<file path="src/rtl/calc_pkg.sv">
// Shared types and constants for the calculator op sequencer.
// The divider (op 6) is built only when CALC_DIV_EN is defined.
package calc_pkg;

    typedef enum logic [2:0] {
        OP_ADD = 3'd0,
        OP_SUB = 3'd1,
        OP_AND = 3'd2,
        OP_OR  = 3'd3,
        OP_XOR = 3'd4,
        OP_MUL = 3'd5,
        OP_DIV = 3'd6,
        OP_RSV = 3'd7
    } calc_op_e;

    typedef enum logic [1:0] {
        IDLE = 2'd0,
        EXEC = 2'd1,
        ITER = 2'd2,
        DONE = 2'd3
    } calc_state_e;

    localparam int FLG_V = 0;
    localparam int FLG_C = 1;
    localparam int FLG_N = 2;
    localparam int FLG_Z = 3;

    function automatic logic [3:0] pack_flags(input logic v, input logic c,
                                              input logic n, input logic z);
        logic [3:0] f;
        f        = '0;
        f[FLG_V] = v;
        f[FLG_C] = c;
        f[FLG_N] = n;
        f[FLG_Z] = z;
        return f;
    endfunction

endpackage

</file>
<file path="src/rtl/calc_iter_unit.sv">
// Shift-add multiplier and restoring divider sharing one {acc, mq} shift pair.
// The divider half exists only when CALC_DIV_EN is defined.
module calc_iter_unit #(
    parameter int WIDTH = 8
) (
    input  logic             clk,
    input  logic             RESET,
    input  logic             start,
    input  logic             div_sel,
    input  logic             step,
    input  logic [WIDTH-1:0] a,
    input  logic [WIDTH-1:0] b,
    output logic [WIDTH-1:0] next_lo,
    output logic [WIDTH-1:0] next_hi
);

    logic [WIDTH-1:0] acc;
    logic [WIDTH-1:0] mq;
    logic [WIDTH-1:0] opnd;
    logic [WIDTH:0]   mul_sum;
    logic [WIDTH-1:0] mul_lo;
    logic [WIDTH-1:0] mul_hi;

    // Multiplier: mq holds the unconsumed multiplier bits, product shifts in from the top.
    always_comb begin
        mul_sum = {1'b0, acc} + (mq[0] ? {1'b0, opnd} : '0);
        mul_hi  = mul_sum[WIDTH:1];
        mul_lo  = {mul_sum[0], mq[WIDTH-1:1]};
    end

`ifdef CALC_DIV_EN
    logic             div_q;
    logic [WIDTH:0]   div_shift;
    logic [WIDTH:0]   div_diff;
    logic             div_fit;
    logic [WIDTH-1:0] div_lo;
    logic [WIDTH-1:0] div_hi;

    // Divider: acc is the partial remainder, mq shifts dividend out and quotient in.
    always_comb begin
        div_shift = {acc, mq[WIDTH-1]};
        div_fit   = (div_shift >= {1'b0, opnd});
        div_diff  = div_shift - {1'b0, opnd};
        if (div_fit) begin
            div_hi = div_diff[WIDTH-1:0];
            div_lo = {mq[WIDTH-2:0], 1'b1};
        end else begin
            div_hi = div_shift[WIDTH-1:0];
            div_lo = {mq[WIDTH-2:0], 1'b0};
        end
    end

    always_ff @(posedge clk or negedge RESET) begin
        if (!RESET)
            div_q <= 1'b0;
        else if (start)
            div_q <= div_sel;
    end

    assign next_lo = div_q ? div_lo : mul_lo;
    assign next_hi = div_q ? div_hi : mul_hi;
`else
    assign next_lo = mul_lo;
    assign next_hi = mul_hi;
`endif

    always_ff @(posedge clk or negedge RESET) begin
        if (!RESET) begin
            acc  <= '0;
            mq   <= '0;
            opnd <= '0;
        end else if (start) begin
            acc  <= '0;
            mq   <= div_sel ? a : b;
            opnd <= div_sel ? b : a;
        end else if (step) begin
            acc  <= next_hi;
            mq   <= next_lo;
        end
    end

endmodule

</file>
<file path="src/rtl/calc_op_sequencer.sv">
// Calculator arithmetic sequencer: single-cycle ALU ops plus iterative MUL/DIV.
// Define CALC_DIV_EN to build the divider; otherwise op 6 behaves as reserved op 7.
//
// Handshakes: a transfer happens on a rising edge where valid && ready are both high.
// req_ready is high only in IDLE; res_valid is high only in DONE and stays high,
// with result/flag_in stable, until res_ready is seen.
module calc_op_sequencer
    import calc_pkg::*;
#(
    parameter int WIDTH = 8
) (
    input  logic             clk,
    input  logic             RESET,
    input  logic             req_valid,
    output logic             req_ready,
    input  logic [2:0]       op,
    input  logic [WIDTH-1:0] a,
    input  logic [WIDTH-1:0] b,
    output logic             res_valid,
    input  logic             res_ready,
    output logic [WIDTH-1:0] result,
    output logic             flag_w,
    output logic [3:0]       flag_in,
    output logic             busy,
    output logic [1:0]       dbg_state
);

    localparam int CW = $clog2(WIDTH + 1);

    calc_state_e      state, next_state;
    calc_op_e         op_q;
    logic [WIDTH-1:0] a_q, b_q;
    logic [CW-1:0]    count;
    logic             accept, iter_go, last_step;
    logic [WIDTH-1:0] it_lo, it_hi;
    logic [WIDTH:0]   sum;
    logic [WIDTH-1:0] diff, exec_res;
    logic             exec_c, exec_v, illegal, hi_nz;
    logic [3:0]       exec_flg, iter_flg;

    assign accept    = (state == IDLE) && req_valid;
    assign last_step = (state == ITER) && (count == CW'(1));

`ifdef CALC_DIV_EN
    // Divide by zero skips iteration and is answered by the EXEC path.
    assign iter_go = (calc_op_e'(op) == OP_MUL) || ((calc_op_e'(op) == OP_DIV) && (b != '0));
`else
    assign iter_go = (calc_op_e'(op) == OP_MUL);
`endif

    calc_iter_unit #(.WIDTH(WIDTH)) u_iter (
        .clk     (clk),
        .RESET   (RESET),
        .start   (accept && iter_go),
        .div_sel (calc_op_e'(op) == OP_DIV),
        .step    (state == ITER),
        .a       (a),
        .b       (b),
        .next_lo (it_lo),
        .next_hi (it_hi)
    );

    always_ff @(posedge clk or negedge RESET) begin
        if (!RESET)
            state <= IDLE;
        else
            state <= next_state;
    end

    always_comb begin
        next_state = state;
        case (state)
            IDLE:    if (req_valid) next_state = iter_go ? ITER : EXEC;
            EXEC:    next_state = DONE;
            ITER:    if (count == CW'(1)) next_state = DONE;
            DONE:    if (res_ready) next_state = IDLE;
            default: next_state = IDLE;
        endcase
    end

    assign req_ready = (state == IDLE);
    assign res_valid = (state == DONE);
    assign busy      = (state != IDLE);
    assign dbg_state = state;

    always_comb begin
        sum      = {1'b0, a_q} + {1'b0, b_q};
        diff     = a_q - b_q;
        exec_res = '0;
        exec_c   = 1'b0;
        exec_v   = 1'b0;
        illegal  = 1'b0;
        case (op_q)
            OP_ADD: begin
                exec_res = sum[WIDTH-1:0];
                exec_c   = sum[WIDTH];
                exec_v   = (a_q[WIDTH-1] == b_q[WIDTH-1]) && (sum[WIDTH-1] != a_q[WIDTH-1]);
            end
            OP_SUB: begin
                exec_res = diff;
                exec_c   = (a_q < b_q);
                exec_v   = (a_q[WIDTH-1] != b_q[WIDTH-1]) && (diff[WIDTH-1] != a_q[WIDTH-1]);
            end
            OP_AND: exec_res = a_q & b_q;
            OP_OR:  exec_res = a_q | b_q;
            OP_XOR: exec_res = a_q ^ b_q;
`ifdef CALC_DIV_EN
            OP_DIV: begin
                exec_res = '1;
                exec_v   = 1'b1;
            end
`endif
            default: illegal = 1'b1;
        endcase
        exec_flg = illegal ? 4'b0001
                           : pack_flags(exec_v, exec_c, exec_res[WIDTH-1], exec_res == '0);
        hi_nz    = (op_q == OP_MUL) && (it_hi != '0);
        iter_flg = pack_flags(hi_nz, hi_nz, it_lo[WIDTH-1], it_lo == '0);
    end

    // result/flag_in load only on entry to DONE, so they hold through backpressure.
    always_ff @(posedge clk or negedge RESET) begin
        if (!RESET) begin
            op_q    <= OP_ADD;
            a_q     <= '0;
            b_q     <= '0;
            count   <= '0;
            result  <= '0;
            flag_in <= '0;
            flag_w  <= 1'b0;
        end else begin
            flag_w <= 1'b0;
            if (accept) begin
                op_q  <= calc_op_e'(op);
                a_q   <= a;
                b_q   <= b;
                count <= CW'(WIDTH);
            end
            if (state == ITER)
                count <= count - CW'(1);
            if (state == EXEC) begin
                result  <= exec_res;
                flag_in <= exec_flg;
                flag_w  <= 1'b1;
            end
            if (last_step) begin
                result  <= it_lo;
                flag_in <= iter_flg;
                flag_w  <= 1'b1;
            end
        end
    end

endmodule
</file>
<file path="config.mk">
export PLATFORM = sky130hd
export DESIGN_NAME = calc_op_sequencer
export DESIGN_NICKNAME = d
export VERILOG_FILES = /design/src/rtl/calc_pkg.sv /design/src/rtl/calc_iter_unit.sv /design/src/rtl/calc_op_sequencer.sv
export SDC_FILE = /design/constraint.sdc
export NUM_CORES = 1
export LEC_CHECK = 0
export ABC_CLOCK_PERIOD_IN_PS = 6400
export CORE_UTILIZATION = 45
export DETAILED_ROUTE_END_ITERATION = 8
export PLACE_DENSITY = 0.65
export REMOVE_ABC_BUFFERS = 1
export SLEW_MARGIN = 20
export SYNTH_ARGS = -nofsm -noshare
export SYNTH_HDL_FRONTEND = slang
export SYNTH_HIERARCHICAL = 1
export SYNTH_SLANG_ARGS = --single-unit
export TNS_END_PERCENT = 5
</file>
<file path="constraint.sdc">
create_clock -name clk -period 6.4 [get_ports clk]
set_input_delay 1.92 -clock clk [delete_from_list [all_inputs] [get_ports clk]]
set_output_delay 1.92 -clock clk [all_outputs]
set_load 0.005 [all_outputs]
</file>
==> run_results.csv <==
group,metric,value,unit
detailed_routing,drt_wl_total,11000,µm
finish,n_antenna_cell,0,
hold_path,hold_path.class,"flop to flop",
die,die-height,102,µm
hold_path,holdPathEnd,"u_iter/acc[5]",
setup_path,end_kind,"flop",
finish,layout.nets,590,
detailed_routing,ant_nets,0,
grt,track_usage,0.229,
clock_network,postCtsSetupBuffers,0,
logic_synthesis,yosys-top-cells-count,"dfrtp_1 (61), nor2_1 (48), a21oi_1 (46), ha_1 (38), inv_1 (33)",
logic_synthesis,synth_compound_area_frac,0.204,
die,io_pins,41,
logic_synthesis,yosysMostFrequentCell,"dfrtp_1",
clock_network,clock-sinks,61,
placement,io_buffers,40,
sta,setup_viol,0,
power_and_ir_drop,ir_worst_vdd,0.000188,V
die,core-area,9730,µm²
setup_path,crit_required,6620,ps
sta,slew_violations,0,
power_and_ir_drop,power.density,539,nW/µm²
detailed_routing,first_pass_iters,5,
logic_synthesis,synth-simple-area-share,0.143,
die,start_util,0.463,
hold_path,holdPathStages,1,
grt,grt_max_degree,62,
setup_path,crit_path_max_fanout,40,
logic_synthesis,syn_inst,504,
hold_path,hold_start,"u_iter/acc[5]",
clock_network,cts_resized,0,
die,rows,36,
logic_synthesis,synthMuxAreaShare,0.111,
finish,final_cell_area,5110,µm²
sta,worst_hold_slack,522,ps
logic_synthesis,ys_types,58,
logic_synthesis,synth_area_leaders,"dfrtp_1 (34%), ha_1 (11%), mux2i_1 (5.6%)",
logic_synthesis,async_reset_ff_frac,1.00,
setup_path,ff2ff_path_depth,10,
sta,max_freq,0.253,GHz
clock_network,cts_hold_buf,0,
finish,areaGrowthSynthToFinish,13.4,%
clock_network,cts_root_buf,"clkbuf_8",
finish,drive_above_1_share,0.0887,
sta,post-route-period-util,0.617,
setup_path,startpoint_type,"input pin",
sta,rsz0062_at_grt,"false",
logic_synthesis,yosys.area.top_type,"dfrtp_1",
logic_synthesis,synth-adder-area-share,0.119,
flow_run,cap_violations,0,
clock_network,clock_path_buffers,2,
sta,min_period,3950,ps
logic_synthesis,synth-seq-area-share,0.339,
logic_synthesis,synth_top_cell_area_share,0.339,
logic_synthesis,postSynthAreaPerCell,8.94,µm²
detailed_routing,post_drt_wl_per_cell,16.6,µm
detailed_routing,vias,3664,
sta,setup_tns,0,ps
logic_synthesis,synth-edff-count,0,
setup_path,rrSetupSlack,3320,ps
grt,antenna_found_initial,0,
clock_network,clock_latency,340,ps
power_and_ir_drop,finalPower,2.75,mW
setup_path,criticalPathCategory,"input pin to flop",
logic_synthesis,synth_ff_type,"dfrtp_1",
grt,grt_pass1_wl,18300,µm
setup_path,cp.arrival,4170,ps
logic_synthesis,synth_top_family_by_area,"compound AO/OA/AOI/OAI gates",
setup_path,r2r-end,"flag_in[3]",
die,die_w,102,µm
sta,fin_skew,9.48,ps
logic_synthesis,synth_seq_cells,61,
run_status,status,"completed",
logic_synthesis,synthXorXnorAreaFrac,0.0194,
sta,hold_violations,0,
placement,dpl-instance-area,4930,µm²
clock_network,htreeDepth,3,
finish,fillCellCount,934,
setup_path,regToRegStartpoint,"a_q[0]",
placement,hpwl,8070,µm
grt,grt_pass1_vias,3697,
clock_network,cts_buffers,9,
detailed_routing,drt_iter0_drc,132,
sta,max-slew-margin-rel,0.319,
logic_synthesis,yosys_warnings,6,
finish,final_cells,663,
detailed_routing,vias_per_cell,5.53,
power_and_ir_drop,total_leakage_power,2.24,nW
logic_synthesis,syn_area,4510,µm²
sta,worstMarginPinSlew,1020,ps
placement,gp_congestion,0.838,
detailed_routing,drc_errors,0,
die,die_area,10400,µm²
clock_network,cts_tree,"yes",
clock_network,path_clk_slew,60,ps
placement,place_inst,648,
grt,grt.overflow.total,0,
==> logic make-up after synthesis <==
| group | count (synthesis) |
|---|---|
| flip-flops | 61 |
| AND/OR/NAND/NOR | 135 |
| adder cells (fa/ha/maj) | 41 |
| XOR/XNOR | 10 |
| AO/OA/AOI/OAI | 143 |
| multiplexers | 47 |
| buffers and inverters | 67 |
==> state kept, by name (all words and copies together), names as in the netlist <==
signal / cells
a_q: 8
b_q: 8
result: 8
u_iter/acc: 8
u_iter/mq: 8
u_iter/opnd: 8
count: 4
flag_in: 3
op_q: 3
dbg_state: 2
flag_w: 1
==> where the power goes <==
part	internal [mW]	total (mW)	leakage [nW]	switching, mW
Clock	0.170	0.315	0.0926	0.145
Combinational	0.744	1.67	1.40	0.929
Sequential	0.570	0.767	0.749	0.196
Total	1.48	2.75	2.24	1.27
==> worst max path at each step <==
stage              start  slack [ps]            end
5_1_grt        req_valid        2330  u_iter/acc[2]
4_1_cts        req_valid        2470  u_iter/acc[5]
6_report       req_valid        2450  u_iter/acc[5]
2_1_floorplan  req_valid        1220  u_iter/acc[2]
3_5_place_dp   req_valid        2120  u_iter/acc[4]
3_3_place_gp   req_valid        2210  u_iter/acc[5]
==> metal layers <==
metal / wire [µm] / part of all wire / vias to the layer above / GRT usage
met3: 303 / 0.027 / 13 / 0.0363
met2: 5270 / 0.48 / 52 / 0.386
met4: 133 / 0.012 / 0 / 0.0549
met5: 0 / 0 / - / 0
li1: - / - / 1828 / -
met1: 5320 / 0.48 / 1771 / 0.308
==> cells in the final DEF, fill, tap and decap left out, drive strengths merged, types with 4 or more instances in the layout <==
cell type and n:
a211oi 17, a21o 4, a21oi 46, a31oi 4, and2 9, buf 5
clkbuf 14, clkdlybuf4s50 39, dfrtp 61, ha 38, inv 33, mux2 22
mux2i 25, nand2 30, nand3 6, nor2 48, nor2b 12, nor3 7
nor4 6, o211ai 6, o21ai 31, o31ai 7, or3 4, xnor2 5
xor2 5
==> area by class of cell <==
| class | count | area, µm² | share of cell area |
|---|---|---|---|
| clock buffers | 14 | 173 | 0.0338 |
| multi-input cells | 376 | 2690 | 0.526 |
| inverters | 34 | 128 | 0.0250 |
| flip-flops and latches | 61 | 1530 | 0.299 |
| repair buffers | 44 | 425 | 0.0832 |
| well taps | 133 | 166 | 0.0326 |
| clock inverters | 1 | 5.00 | 0.000979 |
==> through the flow <==
step / utilization / worst slack [ps]
6_report: 0.525 / 2450
4_1_cts: 0.525 / 2470
2_1_floorplan: - / 1220
3_5_place_dp: 0.507 / 2120
5_1_grt: 0.525 / 2330
3_3_place_gp: 0.507 / 2210
==> critical path, cell delays in order <==
cell,delay [ps]
clkdlybuf4s50_1,500
nand2_1,600
nor3_2,300
buf_4,400
nor2_1,150
a32o_1,280
Power figures use the tool's default switching activity.
